### src/rtl/pipe_fwd_ctrl.sv
`default_nettype none
// +--------------------------------------------------------------------------+
// | pipe_fwd_ctrl: operand forwarding and load-use hazard control            |
// | Rev 1.0 - initial release                                                |
// +--------------------------------------------------------------------------+
module pipe_fwd_ctrl #(
  parameter int DW         = 32,
  parameter int AW         = 5,
  parameter int NREAD      = 2,
  parameter int NSTAGE     = 3,
  parameter int LATE_STAGE = 1
) (
  input  logic                 clk,
  input  logic                 rst,
  input  logic                 id_valid_i,
  input  logic                 id_wreg_i,
  input  logic [AW-1:0]        id_wd_i,
  input  logic                 id_late_i,
  input  logic [NREAD*AW-1:0]  raddr_i,
  input  logic [NREAD-1:0]     re_i,
  input  logic [NREAD*DW-1:0]  rdata_i,
  input  logic [NSTAGE*DW-1:0] stage_data_i,
  input  logic                 hold_i,
  input  logic                 flush_i,
  output logic [NREAD*DW-1:0]  operand_o,
  output logic                 stall_o,
  output logic [31:0]          stall_cnt_o
);

  logic [NSTAGE-1:0]         r_valid;
  logic [NSTAGE-1:0]         r_wreg;
  logic [NSTAGE-1:0]         r_late;
  logic [NSTAGE-1:0][AW-1:0] r_wd;
  logic [31:0]               r_stall_cnt;
  logic [NREAD-1:0]          w_hazard;
  logic                      w_stall;

  for (genvar r = 0; r < NREAD; r++) begin : g_port
    logic [AW-1:0] w_raddr;
    logic          w_hit;
    logic          w_rdy;
    logic [DW-1:0] w_fwd;

    assign w_raddr = raddr_i[r*AW +: AW];

    // Scan oldest to youngest so the lowest-index match is the last one kept.
    always_comb begin
      w_hit = 1'b0;
      w_rdy = 1'b0;
      w_fwd = '0;
      for (int k = NSTAGE - 1; k >= 0; k--) begin
        if (r_valid[k] && r_wreg[k] && (r_wd[k] == w_raddr) &&
            (w_raddr != '0) && re_i[r]) begin
          w_hit = 1'b1;
          w_rdy = !r_late[k] || (k >= LATE_STAGE);
          w_fwd = stage_data_i[k*DW +: DW];
        end
      end
    end

    assign w_hazard[r]            = w_hit && !w_rdy;
    assign operand_o[r*DW +: DW]  = (w_hit && w_rdy) ? w_fwd : rdata_i[r*DW +: DW];
  end

  assign w_stall     = rst && (|w_hazard);
  assign stall_o     = w_stall;
  assign stall_cnt_o = r_stall_cnt;

  always_ff @(posedge clk) begin
    if (!rst) begin
      r_valid     <= '0;
      r_wreg      <= '0;
      r_late      <= '0;
      r_wd        <= '0;
      r_stall_cnt <= '0;
    end else if (!hold_i) begin
      if (flush_i || w_stall) begin
        r_valid[0] <= 1'b0;
        r_wreg[0]  <= 1'b0;
        r_late[0]  <= 1'b0;
        r_wd[0]    <= '0;
      end else begin
        r_valid[0] <= id_valid_i;
        r_wreg[0]  <= id_wreg_i;
        r_late[0]  <= id_late_i;
        r_wd[0]    <= id_wd_i;
      end
      // A flush also kills the instruction that was in EX.
      for (int k = 1; k < NSTAGE; k++) begin
        if ((k == 1) && flush_i) begin
          r_valid[k] <= 1'b0;
          r_wreg[k]  <= 1'b0;
          r_late[k]  <= 1'b0;
          r_wd[k]    <= '0;
        end else begin
          r_valid[k] <= r_valid[k-1];
          r_wreg[k]  <= r_wreg[k-1];
          r_late[k]  <= r_late[k-1];
          r_wd[k]    <= r_wd[k-1];
        end
      end
      if (w_stall && (r_stall_cnt != 32'hFFFF_FFFF))
        r_stall_cnt <= r_stall_cnt + 32'd1;
    end
  end

endmodule
`default_nettype wire

### config.mk
export PLATFORM = sky130hd
export DESIGN_NAME = pipe_fwd_ctrl
export DESIGN_NICKNAME = d
export VERILOG_FILES = /design/src/rtl/pipe_fwd_ctrl.sv
export SDC_FILE = /design/constraint.sdc
export NUM_CORES = 1
export LEC_CHECK = 0
export BUFFER_PORTS_ARGS = -buffer_cell sky130_fd_sc_hd__buf_2
export CORE_MARGIN = 1
export CORE_UTILIZATION = 30
export DETAILED_ROUTE_END_ITERATION = 12
export GPL_TIMING_DRIVEN = 0
export MAX_ROUTING_LAYER = met4
export PLACE_DENSITY_LB_ADDON = 0.05
export SLEW_MARGIN = 20
export SYNTH_ARGS = -nofsm -noshare
export SYNTH_HDL_FRONTEND = slang
export SYNTH_SLANG_ARGS = --single-unit
### constraint.sdc
create_clock -name clk -period 3.8 [get_ports clk]
set_input_delay 0.76 -clock clk [delete_from_list [all_inputs] [get_ports clk]]
set_output_delay 0.76 -clock clk [all_outputs]
set_load 0.02 [all_outputs]
## Word level (Yosys, flattened, before mapping)

Cells that the tools add are included.

- Register bits after elaboration: 54
- Latch bits: 0
- RAM bits: 0
- ROM bits: 0
- Input port bits: 184
- Output and inout port bits: 97
- Word-level logic and storage cells: 74
- Memories kept: 0

- Add/subtract/negate cells: 1
- Multiply operators: 0
- Div/mod/pow operators: 0
- Order comparisons: 0
- Eq/ne operators: 7
- Shift operators: 0
- Muxes and demuxes: 23
- Bitwise logic cells: 1
- Reductions and logical operators: 35

Operators with widths:

| cell | count |
|---|---|
| $mux W32 | 8 |
| $add A32 B1 Y32 const B | 1 |
| $ne A32 B32 Y1 const B | 1 |
| $eq A5 B5 Y1 | 6 |
| $logic_and A1 B1 Y1 | 27 |
| $mux W1 | 13 |
| $mux W5 | 2 |
| $reduce_bool A5 Y1 | 2 |
| $logic_not A1 Y1 | 3 |
| $reduce_and A2 Y1 | 1 |
| $reduce_or A2 Y1 | 1 |
| $logic_or A1 B1 Y1 | 1 |
| $not A1 Y1 | 1 |

## Longest topological paths before layout

Gate-level depths: netlist of the first run.

- Depth after elaboration: 13
- Gate-level depth with buffers: 9
- Mapped depth without buffers: 7

## Least setup slack after synthesis of the first run

OpenSTA, ideal clock, no wires.

- Path type: input-to-output
- Start: input port raddr_i[3]
- End: output port operand_o[0]
- Arrival: 2.501 ns
- Slack: 0.539 ns
- Cell stages on the path: 7
- Buffers on the path: 1
- Cells stage by stage: xor2_1 > or4_1 > nor4_1 > nor3_1 > a21oi_1 > buf_2 > o221a_2

- Cells in the longest elaborated chain, start to end: 9

RTL lines:

| item | RTL line | text |
|---|---|---|
| start, declared | 19 | `input logic [NREAD*AW-1:0] raddr_i,` |
| $eq A5 B5 Y1 | 52 | `if (r_valid[k] && r_wreg[k] && (r_wd[k] == w_raddr) &&` |
| $logic_and A1 B1 Y1 (2 in a row) | 52 |  |
| $logic_and A1 B1 Y1 | 53 | `(w_raddr != '0) && re_i[r]) begin` |
| $mux W1 (3 in a row) | 52 |  |
| $logic_and A1 B1 Y1 | 62 | `assign operand_o[r*DW +: DW] = (w_hit && w_rdy) ? w_fwd : rdata_i[r*DW +: DW];` |
| $mux W32 (*) | 62 |  |
| end, declared | 25 | `output logic [NREAD*DW-1:0] operand_o,` |

Mark *: on every way between the ends. The rest lies on a longest branch, timed or not.

## Final worst setup path of the first run

- Start: input port raddr_i[1]
- End: output port operand_o[0]

The elaborated chain is that of the path after synthesis.

==> results of run 1 <==
-- synthesized netlist by cell type (2+ instances only) --
cell / n
o211ai_1: 7
clkbuf_1: 28
a21oi_1: 19
nand4_1: 9
and2_1: 6
or4_1: 6
nor4_2: 2
nand2b_1: 14
or3_1: 7
buf_1: 6
nand3b_1: 2
o2111ai_1: 5
dfxtp_1: 54
o31ai_1: 2
nor4_1: 5
buf_2: 9
mux2i_1: 49
xnor2_1: 25
inv_1: 5
o21a_1: 3
o21ai_0: 8
xor2_1: 15
nand3_1: 42
a32oi_1: 8
nor3_1: 3
or4_4: 2
and3_1: 3
nor3b_1: 11
and4_1: 7
o221a_2: 63
nand2_1: 126
nor2_1: 39
-- worst reg2reg max path, cell delays in order (launching register included) --
cell       delay [ps]
dfxtp_1           380
ha_1              270
and2_1            210
and4_1            210
a41oi_1           240
clkbuf_1          380
clkbuf_1          410
o2111ai_1         220
nand3_1           120
o21ai_0            90
-- registers in the layout (all words and copies together) (netlist names) --
signal	flops
r_late	1
r_valid	3
r_wreg	3
stall_cnt_o	32
r_wd	15
-- path summary, 6_finish.rpt --
kind	from	to	slack (ps)
max	raddr_i[1]	operand_o[0]	40
min	stall_cnt_o[19]	stall_cnt_o[19]	500
max reg2reg	stall_cnt_o[0]	stall_cnt_o[5]	1140
min reg2reg	stall_cnt_o[19]	stall_cnt_o[19]	500
-- layer usage --
metal	wire length, microns	vias up	track usage, %
li1	-	2857	-
met1	8890	2743	30.3
met2	9970	197	42.3
met3	936	25	2.60
met4	398	0	7.28
met5	0	-	-
-- cell families (layout without fill, tap and decap cells) --
kind of cell,after synthesis,count (layout)
adder cells (fa/ha/maj),1,1
AND/OR/NAND/NOR,289,289
AO/OA/AOI/OAI,123,123
flip-flops,54,54
multiplexers,50,50
buffers and inverters,50,341
XOR/XNOR,40,40
other,0,3
-- cell type report --
class | instances | area [sq um]
Antenna cell | 3 | 7.51
Buffer | 43 | 215
Clock buffer | 5 | 125
Clock inverter | 3 | 43.8
Fill cell | 1642 | 8520
Inverter | 6 | 22.5
Multi-Input combinational cell | 503 | 3540
Sequential cell | 54 | 1080
Tap cell | 211 | 264
Timing Repair Buffer | 284 | 1430
-- power by group --
part / switching (mW) / internal, mW
clock: 0.224 / 0.313
sequential: 0.00569 / 0.570
combinational: 0.185 / 0.163
total: 0.414 / 1.05
-- repair_timing --
item	CTS	global route
setup endpoints to repair	65	61
pin swaps	0	3
resized for setup	18	36
hold buffers	0	0
setup buffers	0	5
==> flow_metrics.env, run 1 <==
export IMPL_yosysSeqAreaShare_pct=23.0
export IMPL_viasPerCell=5.24
export IMPL_outcome="completed"
export IMPL_whs_ps=500
export IMPL_io_buffers=279
export IMPL_start_util_pct=30.8
export IMPL_mostFrequentLayoutCell="buf_2"
export IMPL_rsz0062_at_grt="yes"
export IMPL_final_area_sq_mm=0.00674
export IMPL_numCtsBuffers=5
export IMPL_grtUsageTotal_pct=24.6
export IMPL_routed_via_count=5822
export IMPL_rows=45
export IMPL_drc=0
export IMPL_synth_xor_area_share_pct=7.46
export IMPL_synth_area_leaders="dfxtp_1 (23%), o221a_2 (15%), mux2i_1 (10%)"
export IMPL_dr_pass1_iters=4
export IMPL_wl_per_cell_microns=18.2
export IMPL_synth_top_area_share_pct=23.0
export IMPL_chipWidth_microns=127
export IMPL_antenna_found_initial=3
export IMPL_wirelength_microns=20200
export IMPL_dieArea_sq_mm=0.0161
export IMPL_crit_path_end_kind="output port"
export IMPL_whs_path_depth=2
export IMPL_clock_sinks=54
export IMPL_synth_edf_count=0
export IMPL_postSynthAreaPerCell_sq_um=7.73
export IMPL_path_buf_inv=4
export IMPL_cts_root_buf="clkbuf_16"
export IMPL_clock_latency_ps=300
export IMPL_yosys_area_top_type="dfxtp_1"
export IMPL_synth_ff_type="dfxtp_1"
export IMPL_yosys_area_share_simple_pct=30.2
export IMPL_finalNonFillerCells=1112
export IMPL_placed_area_sq_mm=0.00635
export IMPL_fin_crit_sh_pct=98.9
export IMPL_fin_crit_ps=3760
export IMPL_path_depth=10
export IMPL_synth_adder_area_share_pct=0.267
export IMPL_synth_compound_area_share_pct=24.0
export IMPL_hold_viol_final=0
export IMPL_yosysWarnings=0
export IMPL_grt_pass1_wl_microns=30400
export IMPL_crit_path_start_kind="input pin"
export IMPL_areaGrowthSynthToFinish_pct=43.6
export IMPL_synthesis_instances=607
export IMPL_arrival_ps=3000
export IMPL_ys_types=49
export IMPL_ir_drop_uv=196
export IMPL_p_per_area_mw_per_mm2=217
export IMPL_drtIter0Drc=316
export IMPL_report_final_slew_viol_count=0
export IMPL_synthArstFlopShare_pct=0
export IMPL_gp_congestion=0.975
export IMPL_syn_area_sq_mm=0.00469
export IMPL_ys_ff_latch=54
export IMPL_ff2ff_path_depth=9
export IMPL_setup_tns_ps=0
export IMPL_cpPeakStageDelay_ps=550
export IMPL_maxCapViolations=0
export IMPL_power_leakage_nw=2.81
export IMPL_ant_nets=0
export IMPL_cts_buffer_depth=2
export IMPL_cpMaxStageDelayCell="or4_4"
export IMPL_relSlewSlack_pct=56.3
export IMPL_synth_top_family_by_area="simple AND/OR/NAND/NOR gates"
export IMPL_final_util_pct=44.2
export IMPL_fmaxAchievable_mhz=266
export IMPL_grt_ovfl_total=0
export IMPL_final_cell_mix="buf_2 (284), nand2_1 (126), o221a_2 (63), dfxtp_1 (54), mux2i_1 (49)"
export IMPL_grt_max_degree=18
export IMPL_pre_cts_ws_ps=-542
export IMPL_place_inst=1097
export IMPL_power_mw=1.46
export IMPL_path_class="input pin to output port"
export IMPL_synthMuxAreaShare_pct=10.7
export IMPL_grt_pass1_vias=5473
export IMPL_worst_pin_slew_ps=656
export IMPL_clkSlewWorstSetupHoldPaths_ps=80
export IMPL_worst_path_max_fanout=10
export IMPL_cts_htree_levels=2
export IMPL_dp_hpwl_microns=16400
export IMPL_core_area_sq_mm=0.0153
export IMPL_die_y_microns=127
export IMPL_fin_ws_ps=43.0
export IMPL_setup_viol=0
export IMPL_nets=1082
export IMPL_path_cells="buf_2, or4_4, o21ai_4, nor4_4, nor3_2, a21oi_2, buf_4, buf_4, o221a_2, buf_2"
export IMPL_io_pins=281
export IMPL_crit_required_ps=3040
export IMPL_fin_skew_ps=11.0
export IMPL_min_path_type="flop to flop"
export IMPL_path_delay_family="simple AND/OR/NAND/NOR gates"
export IMPL_cts_tree="built"
export IMPL_drive_gt1_share_pct=44.4
export IMPL_syn_nets=792
No activity file was read; power rests on OpenSTA's default activity.
==> run 2, diff against run 1 <==
--- a/config.mk
+++ b/config.mk
@@ -6,8 +6,8 @@
 export NUM_CORES = 1
 export LEC_CHECK = 0
 export BUFFER_PORTS_ARGS = -buffer_cell sky130_fd_sc_hd__buf_2
-export CORE_MARGIN = 1
-export CORE_UTILIZATION = 30
+export CORE_MARGIN = 4
+export CORE_UTILIZATION = 45
 export DETAILED_ROUTE_END_ITERATION = 12
 export GPL_TIMING_DRIVEN = 0
 export MAX_ROUTING_LAYER = met4
==> flow_metrics.env, run 2 (same netlist as run 1, synthesis figures left out) <==
export IMPL_maxCapViolations=0
export IMPL_setup_viol=0
export IMPL_die_y_microns=110
export IMPL_grtUsageTotal_pct=31.3
export IMPL_grt_max_degree=16
export IMPL_drive_gt1_share_pct=43.8
export IMPL_path_class="input pin to output port"
export IMPL_crit_path_end_kind="output port"
export IMPL_largest_reg_flops=32
export IMPL_arrival_ps=2940
export IMPL_path_buf_inv=3
export IMPL_ir_drop_uv=307
export IMPL_fin_crit_ps=3700
export IMPL_start_util_pct=45.9
export IMPL_areaGrowthSynthToFinish_pct=38.6
export IMPL_rsz0062_at_grt="yes"
export IMPL_power_leakage_nw=2.75
export IMPL_hold_start="stall_cnt_o[19]"
export IMPL_nets=1079
export IMPL_wirelength_microns=19600
export IMPL_final_cell_mix="buf_2 (288), nand2_1 (126), o221a_2 (63), dfxtp_1 (54), mux2i_1 (49)"
export IMPL_worst_pin_slew_ps=664
export IMPL_worst_path_max_fanout=10
export IMPL_chipWidth_microns=110
export IMPL_dr_pass1_iters=5
export IMPL_cts_root_buf="clkbuf_8"
export IMPL_wl_per_cell_microns=19.0
export IMPL_numCtsBuffers=5
export IMPL_grt_ovfl_total=0
export IMPL_path_common_cell="buf_2"
export IMPL_io_buffers=279
export IMPL_antenna_found_initial=4
export IMPL_cpMaxStageDelayCell="or4_1"
export IMPL_rr_startpoint="stall_cnt_o[0]"
export IMPL_cpPeakStageDelay_ps=570
export IMPL_viasPerCell=5.81
export IMPL_finalNonFillerCells=1035
export IMPL_crit_path_start_kind="input pin"
export IMPL_io_pins=281
export IMPL_path_cells="buf_2, or4_1, o21ai_2, or4_1, nor3b_1, a21oi_2, buf_2, o221a_2, buf_2"
export IMPL_clock_latency_ps=310
export IMPL_min_path_type="flop to flop"
export IMPL_setup_tns_ps=0
export IMPL_dp_hpwl_microns=15900
export IMPL_critPathLaunch="raddr_i[6]"
export IMPL_gp_congestion=0.924
export IMPL_fin_crit_sh_pct=97.4
export IMPL_placed_area_sq_mm=0.00626
export IMPL_cts_buffer_depth=2
export IMPL_whs_path_depth=2
export IMPL_outcome="completed"
export IMPL_grt_pass1_wl_microns=29000
export IMPL_fmaxAchievable_mhz=270
export IMPL_crit_required_ps=3040
export IMPL_ant_nets=0
export IMPL_dieArea_sq_mm=0.0121
export IMPL_grt_pass1_vias=5659
export IMPL_drc=0
export IMPL_fin_skew_ps=9.53
export IMPL_hold_viol_final=0
export IMPL_clock_sinks=54
export IMPL_report_final_slew_viol_count=0
export IMPL_ff2ff_path_depth=9
export IMPL_rows=37
export IMPL_path_delay_family="simple AND/OR/NAND/NOR gates"
export IMPL_clkSlewWorstSetupHoldPaths_ps=100
export IMPL_core_area_sq_mm=0.0102
export IMPL_cts_htree_levels=2
export IMPL_p_per_area_mw_per_mm2=202
export IMPL_routed_via_count=6016
export IMPL_hold_buffers=0
export IMPL_place_inst=1022
export IMPL_drtIter0Drc=367
export IMPL_mostFrequentLayoutCell="buf_2"
export IMPL_path_depth=9
export IMPL_cts_tree="built"
export IMPL_final_area_sq_mm=0.00650
export IMPL_relSlewSlack_pct=55.3
run 2: changes by cell type in the layout (fill, tap and decap cells not counted), sizes merged:
cell	change
clkinv	-1
inv	-1
diode	+2
clkbuf	-2
run 2: stage by stage:
stage               setup slack [ps]  hold WS [ps]  power [mW]  utilization [%]
floorplan                        539           464       0.750                -
global placement                -303           478       0.915             61.2
detailed placement              -332           488       0.922             61.2
CTS                             4.81           503        1.31             62.8
global route                   -18.0           513        1.37             63.5
finish                          97.8           501        1.31             63.6
run 2: power breakdown:
part	internal [mW]	switching [mW]
Sequential	0.570	0.00587
Clock	0.211	0.186
Combinational	0.161	0.180
run 2: metal layers:
layer	global-route usage, %	routed length (microns)	up-vias
met5	-	0	-
met4	15.9	894	0
met3	4.78	1520	61
met2	50.8	9370	292
met1	37.7	7850	2806
li1	-	-	2857
run 2: worst min-delay path, delay by kind of cell, from the launching register on:
family	cells	cell delay, ps
simple gates	1	60
flops	1	340
mux	1	60
run 2: cell type report:
type                    instances  area (sq um)
diodes                          5          12.5
plain buffers                  43           214
clock buffers                   6          82.6
clock inverters                 1          30.0
fillers                       953          3730
inverters                       6          22.5
multi-input cells             503          3480
flip-flops and latches         54          1080
well taps                     136           170
repair buffers                281          1410
run 2: final timing paths:
| path | endpoint | slack, ps |
|---|---|---|
| hold / removal | stall_cnt_o[19] | 500 |
| setup / recovery | operand_o[38] | 100 |
| setup reg to reg | stall_cnt_o[8] | 1200 |
| hold reg to reg | stall_cnt_o[19] | 500 |
run 2: timing repair:
item                                   CTS  global route
setup buffers                            0             2
endpoints found under the hold margin    0             0
gates resized for setup                 15            30
pin swaps                                0             1
setup endpoints to repair               62            61
